**config.mk**
```make
export PLATFORM = sky130hd
export DESIGN_NAME = flex_out_serializer
export DESIGN_NICKNAME = d
export VERILOG_FILES = /design/src/rtl/flex_out_serializer.sv
export SDC_FILE = /design/constraint.sdc
export NUM_CORES = 1
export LEC_CHECK = 0
export ABC_AREA = 1
export ABC_CLOCK_PERIOD_IN_PS = 2300
export CAP_MARGIN = 20
export CELL_PAD_IN_SITES_DETAIL_PLACEMENT = 1
export CELL_PAD_IN_SITES_GLOBAL_PLACEMENT = 1
export CORE_MARGIN = 10
export CORE_UTILIZATION = 37
export CTS_CLUSTER_DIAMETER = 200
export CTS_CLUSTER_SIZE = 28
export DETAILED_ROUTE_END_ITERATION = 12
export GPL_TIMING_DRIVEN = 1
export PLACE_DENSITY = 0.78
export SKIP_CTS_REPAIR_TIMING = 1
export SYNTH_ARGS = -nofsm -noshare
export SYNTH_HDL_FRONTEND = slang
export SYNTH_SLANG_ARGS = --single-unit
```
**constraint.sdc**
```tcl
create_clock -name clock -period 2.3 [get_ports clock]
set_input_delay 0.46 -clock clock [delete_from_list [all_inputs] [get_ports clock]]
set_output_delay 0.46 -clock clock [all_outputs]
set_load 0.005 [all_outputs]
```
**src/rtl/flex_out_serializer.sv**
```systemverilog
// flex_out_serializer: shifts the output-bank vector MSB-first into a
// 595-style chain (data, shift clock, storage latch) on change or request.
module flex_out_serializer #(
  parameter int nr_bits = 16,
  parameter int clk_div = 4
) (
  input  logic               clock,
  input  logic               reset,
  input  logic [nr_bits-1:0] bits,
  input  logic               force_update,
  output logic               ser_data,
  output logic               ser_clk,
  output logic               ser_latch,
  output logic               busy,
  output logic               update_done
);

  localparam int DW = $clog2(clk_div + 1);
  localparam int BW = $clog2(nr_bits + 1);
  localparam logic [DW-1:0] DIV_LD = DW'(clk_div - 1);
  localparam logic [BW-1:0] BIT_LAST = BW'(nr_bits - 1);

  typedef enum logic [2:0] {
    IDLE,
    SHIFT_LO,
    SHIFT_HI,
    LATCH,
    GUARD
  } state_t;

  state_t             r_state;
  logic [DW-1:0]      r_div;
  logic [BW-1:0]      r_cnt;
  logic [nr_bits-1:0] r_shadow;
  logic [nr_bits-1:0] r_shift;
  logic               r_pending;
  logic               r_data;
  logic               r_clk;
  logic               r_latch;
  logic               r_busy;
  logic               r_done;

  logic [nr_bits-1:0] w_next_shift;
  logic               w_div_end;

  assign w_next_shift = r_shift << 1;
  assign w_div_end    = (r_div == '0);

  assign ser_data    = r_data;
  assign ser_clk     = r_clk;
  assign ser_latch   = r_latch;
  assign busy        = r_busy;
  assign update_done = r_done;

  always_ff @(posedge clock or negedge reset) begin
    if (!reset) begin
      r_state   <= IDLE;
      r_div     <= '0;
      r_cnt     <= '0;
      r_shadow  <= '0;
      r_shift   <= '0;
      r_pending <= 1'b1;
      r_data    <= 1'b0;
      r_clk     <= 1'b0;
      r_latch   <= 1'b0;
      r_busy    <= 1'b0;
      r_done    <= 1'b0;
    end else begin
      // capture in IDLE below overrides this re-arm
      if (bits != r_shadow || force_update)
        r_pending <= 1'b1;
      r_done <= 1'b0;
      unique case (r_state)
        IDLE: begin
          r_clk   <= 1'b0;
          r_latch <= 1'b0;
          if (r_pending) begin
            r_shift   <= bits;
            r_shadow  <= bits;
            r_pending <= 1'b0;
            r_data    <= bits[nr_bits-1];
            r_cnt     <= '0;
            r_div     <= DIV_LD;
            r_busy    <= 1'b1;
            r_state   <= SHIFT_LO;
          end
        end
        SHIFT_LO: begin
          if (w_div_end) begin
            r_div   <= DIV_LD;
            r_clk   <= 1'b1;
            r_state <= SHIFT_HI;
          end else begin
            r_div <= r_div - 1'b1;
          end
        end
        SHIFT_HI: begin
          if (w_div_end) begin
            r_div <= DIV_LD;
            r_clk <= 1'b0;
            if (r_cnt == BIT_LAST) begin
              r_latch <= 1'b1;
              r_state <= LATCH;
            end else begin
              r_shift <= w_next_shift;
              r_data  <= w_next_shift[nr_bits-1];
              r_cnt   <= r_cnt + 1'b1;
              r_state <= SHIFT_LO;
            end
          end else begin
            r_div <= r_div - 1'b1;
          end
        end
        LATCH: begin
          if (w_div_end) begin
            r_div   <= DIV_LD;
            r_latch <= 1'b0;
            r_done  <= (clk_div == 1);
            r_state <= GUARD;
          end else begin
            r_div <= r_div - 1'b1;
          end
        end
        GUARD: begin
          if (w_div_end) begin
            r_busy  <= 1'b0;
            r_state <= IDLE;
          end else begin
            r_div  <= r_div - 1'b1;
            r_done <= (r_div == DW'(1));
          end
        end
        default: begin
          r_clk   <= 1'b0;
          r_latch <= 1'b0;
          r_busy  <= 1'b0;
          r_state <= IDLE;
        end
      endcase
    end
  end

endmodule

```
; Yosys cells after proc, flatten, opt, wreduce, memory -nomap -nowiden
; Index checks and enable logic that the tools add are counted.
[classes]
addsub = 2
multipliers = 0
div = 0
n_lt_le_gt_ge = 0
n_eq_ne = 15
shift = 0
mux = 36
bitwise = 3
n_reduce_logical = 15
[op_table]
columns = op, count
row1 = 15-bit 2-to-1 mux, 3
row2 = 15-bit case mux with 2 select lines, 1
row3 = 3-bit 2-to-1 mux, 8
row4 = 16-bit != test, 1
row5 = 2-bit != test (second input constant), 8
row6 = 5-bit 2-to-1 mux, 3
row7 = 3-bit case mux with 5 select lines, 1
row8 = 1-bit 2-to-1 mux, 13
row9 = 5-bit case mux with 2 select lines, 1
row10 = 1-bit case mux with 3 select lines, 3
row11 = 3-bit case mux with 3 select lines, 1
row12 = 3-bit AND reduction, 3
row13 = 4-bit AND reduction, 2
row14 = 3-bit by 1-bit equality test with 1-bit output (second input constant), 2
row15 = 3-bit by 2-bit equality test with 1-bit output (second input constant), 2
row16 = 3-bit logical NOT, 2
row17 = 5-bit by 1-bit adder with 5-bit output (second input constant), 1
row18 = 5-bit by 4-bit equality test with 1-bit output (second input constant), 1
row19 = 5-bit AND reduction, 1
row20 = 2-bit OR reduction, 2
row21 = 3-bit equality test (second input constant), 1
row22 = 1-bit NOT, 3
row23 = 3-bit nonzero test, 1
row24 = 3-bit OR reduction, 1
row25 = other kinds (6), 6
[word_totals]
reg_bits = 48
latchBits = 0
ram_bits = 0
rom_bits = 0
inputBits = 19
elab_cells = 82
n_memories = 0

; Logic depth before layout (Yosys ltp)
[depth]
word_depth = 5
depth_mapped = 10

; Worst setup path before layout
; Ideal clock, no wire load.
[synth_timing]
path_type = register to register
start = reg r_cnt[0]
end = reg r_shift[10]
arrival_time_ns = 1.553
setup_slack_ns = 0.673
path_stages_with_launch = 11
n_path_buf = 1
period_less_slack_ns = 1.627
path_cell_list = dfrtp_1 > ha_1 > nand2_1 > nor2_1 > ha_1 > nor2_2 > inv_2 > a21oi_4 > buf_6 > nand2_2 > o21ai_2
[synth_between]
elab_chain_cells = 3
[synth_lines]
columns = element, line_no
row1 = start: declaration, 33  ; logic [BW-1:0] r_cnt;
row2 = start signal: assignment, 107  ; r_cnt <= r_cnt + 1'b1;
row3 = 5-bit by 4-bit equality test with 1-bit output, 101  ; if (r_cnt == BIT_LAST) begin
row4 = 2-bit != test (no source line), -
row5 = 4-bit AND reduction (no source line), -
row6 = end signal: assignment, 78  ; r_shift <= bits;
row7 = end signal: assignment, 105  ; r_shift <= w_next_shift;
row8 = end: declaration, 35  ; logic [nr_bits-1:0] r_shift;
; Every way passes these cells.
; A chain may end at the register's enable or synchronous reset.

; Worst setup path after layout
[layout_timing]
start = reg r_cnt[0]
end = reg r_cnt[3]
[layout_between]
elab_chain_cells = 4
elab_cells_between_ends = 7
cone_classes = add/sub: 1 / eq/ne: 2 / mux: 3 / reduce/logical: 1
[layout_lines]
columns = element, line_no
row1 = 5-bit by 1-bit adder with 5-bit output, 107
row2 = 5-bit 2-to-1 mux, 101
row3 = 5-bit 2-to-1 mux, 98  ; if (w_div_end) begin
row4 = 5-bit case mux with 2 select lines, 73  ; unique case (r_state)
; Parallel ways exist; a longest one is shown, timed or not. The select of a mux whose other input is x is not followed.

==> summary.md <==
| Metric | Value |
|---|---|
| Worst path required time | 2.49 ns |
| Setup skew after layout | between 0.003 and 0.004 ns |
| R2R setup slack | 0.53 ns |
| Starting Density | 38.48% |
| Area of the mapped netlist | 0.002629 mm² |
| Area of the multi-input gates | 0.001165 mm² |
| Row cnt | 30 |
| Worst-case vdd ir drop | about 0.48 mV |
| Clk sinks | 48 |
| Detailed placement HPWL | 4546 µm |
| Largest net degree at the start of global routing | 34 |
| Global Route Usage Sum | 11.32% |
| Grt ovf | 0 |
| Distinct cells, synth | 25 |
| DP Area | 0.002974 mm² |
| Core area | 0.006832 mm² |
| DRT Wirelength | 5972 µm |
| Post-synth EDFFs | 0 |
| Syn Inst Count | 343 |
| Final Max Slew Viols | 0 |
| Area growth, synth to finish | 16.56% |
| Port bufs | 23 |
| Worst setup SP type | register |
| Final Cycle Share | 77.08% |
| Drt pass-1 iters | 4 |
| Pre-CTS WS | 0.4939 ns |
| RSZ-0062 raised after global routing | false |
| FF-to-FF End | r_cnt[3] |
| Outcome | finished, final reports clean |
| Die W | 104.3 µm |
| Height of the die | 104.3 µm |
| Syn_area_per_cell | 7.664 µm² |
| WS Path Type | reg -> reg |
| Reg2reg path depth | 10 |
| ANT cells | 0 |
| CTS tree | yes |
| Post-synth net total | approximately 370 |
| PnR worst setup slack | 0.5271 ns |
| Final GP Congestion | 0.8281 |
| H-Tree Depth | 2 |
| Fmax | 564.0 MHz |
| DR iter-0 viols | 73 |
| Vias per cell | around 4.8 |
| Sequential cell area | 0.001202 mm² |
| Worst-path fanout max | 8 |
| Layout cells sized above 1 | between 10 and 15% |
| Synth warn | 0 |
| Vias in the first global route | 2288 |
| Power per cell area | 1320 mW/mm² |
| # Max-Cap Violations | 0 |
| Detail Route Antenna Nets | 0 |
| Top cells by area, synth | dfrtp_1 (45%), nand2_1 (15%), o21ai_0 (7.4%) |
| Clock Root Buffer | clkbuf_8 |
| Min Tclk post-route | 1.773 ns |
| DIE AREA | 0.01088 mm² |
| Reg clk slew, reported paths | 0.09 ns |
| Ports | 24 |
| First-pass GRT wire length | 10520 µm |
| CP arrival | 1.96 ns |
| Largest area contributor in the netlist | dfrtp_1 |
| Sequential share of the synthesized area | 45.74% |
| Num CTS Buffers | 5 |
| R2r startpoint | r_cnt[0] |
| Rel. slew slack | 64.60% |
| Antenna violations before repair | 0 |
| Fill cells | around 900 |
| Final #Nets | 392 |
| Maximum clock path buffer count | 2 |
| HP Class | in -> async |
| Tightest Pin Transition | 0.5310 ns |
| Fraction of registers with async set/reset | 100.0% |
| Final Hold Fails | 0 |
| Synth Flop Type | dfrtp_1 |
| Endpoints failing setup | 0 |
| Final instance area | about 0.0031 mm² |
| Worst-Skew Late Latency | 0.30 ns |
| Setup TNS | 0 ns |
| DRC errors left | 0 |
| Vias | 2211 |
| Worst Setup End Kind | register |
| Post-synth top area share | between 40 and 50% |
| Wirelength per Cell | 12.84 µm |
| Yosys reg bits | 48 |
| P_leak | 0.001559 µW |
==> cell usage in the layout, fill, tap and decap left out <==
cell type / n
a21o_1: 1
a21oi_1: 3
a21oi_4: 1
a22oi_1: 3
a31oi_1: 1
buf_12: 2
buf_2: 1
buf_4: 3
clkbuf_1: 2
clkbuf_8: 6
clkdlybuf4s50_1: 22
dfrtp_1: 47
dfstp_2: 1
ha_1: 5
inv_1: 49
inv_2: 4
nand2_1: 103
nand2_2: 18
nand2_4: 2
nand3_1: 8
nand3b_1: 1
nor2_1: 21
nor2_2: 4
nor3_1: 3
o21ai_0: 39
o21ai_1: 4
o21ai_2: 12
xor2_1: 3
==> power by group <==
part	internal [µW]	switching, µW
combinational	756	1280
sequential	1230	239
clock	246	295
total	2230	1820
==> cell families after synthesis <==
logic type | share of synthesized area (%)
adders and majority gates | 2.380
xor gates and xnor gates | 0.9997
AOI/OAI and AO/OA | 14.76
and+or+nand+nor | 26.18
DFF | 45.74
buffers and inverters | 9.948
==> cells in the mapped netlist (2+ instances only) <==
library cell	number
nand2_1	103
inv_1	49
dfrtp_1	47
o21ai_0	39
nor2_1	21
nand2_2	18
o21ai_2	12
nand3_1	8
clkbuf_1	5
ha_1	5
inv_2	4
nor2_2	4
o21ai_1	4
a21oi_1	3
a22oi_1	3
buf_6	3
nor3_1	3
xor2_1	3
buf_2	2
nand2_4	2
==> metal layers <==
layer | vias to the layer above | routed length, µm | track usage (%)
li1 | 1109 | - | -
met2 | 23 | 3032 | 19.70
met4 | 0 | 68 | 3.280
met5 | - | 0 | 0
met1 | 1070 | 2706 | 13.53
met3 | 9 | 166 | 2.478
==> critical path: stages (launching register included) <==
cell and delay, ns:
dfrtp_1 0.42, ha_1 0.22, nand2_1 0.08, nor2_1 0.04, ha_1 0.20, nor2_2 0.14
inv_2 0.06, nand2_1 0.05, nand3_1 0.22, nand2_1 0.12, o21ai_0 0.08
==> state kept, by name, summed over array words and instances (netlist names), 3 cells and up <==
register / cells
r_div: 3
r_state: 3
r_shadow: 16
r_shift: 15
r_cnt: 5
==> metrics by stage <==
stage	hold slack (ns)	power (µW)	utilization, %	cells
floorplan	0.1644	3061	-	343
global placement	0.4631	3458	43.53	457
detailed placement	0.4758	3557	43.53	457
CTS	0.1401	4112	44.85	465
global route	0.1561	4483	44.85	465
finish	0.1228	4044	44.85	465
==> worst max path at each step <==
stage                  end  slack [ns]     start
6_report          r_cnt[3]        0.53  r_cnt[0]
2_1_floorplan  r_shift[10]        0.67  r_cnt[0]
3_5_place_dp      r_cnt[2]        0.49  r_cnt[0]
5_1_grt           r_cnt[1]        0.34  r_cnt[0]
4_1_cts           r_cnt[1]        0.49  r_cnt[0]
3_3_place_gp      r_cnt[1]        0.60  r_cnt[0]
==> layout make-up <==
class,instances,share of cell area [%]
inverters,53,6.492
repair buffers,28,9.392
clock buffers,8,2.940
flip-flops and latches,48,39.24
well taps,96,3.920
multi-input cells,232,38.02
Power figures use the tool's default switching activity.
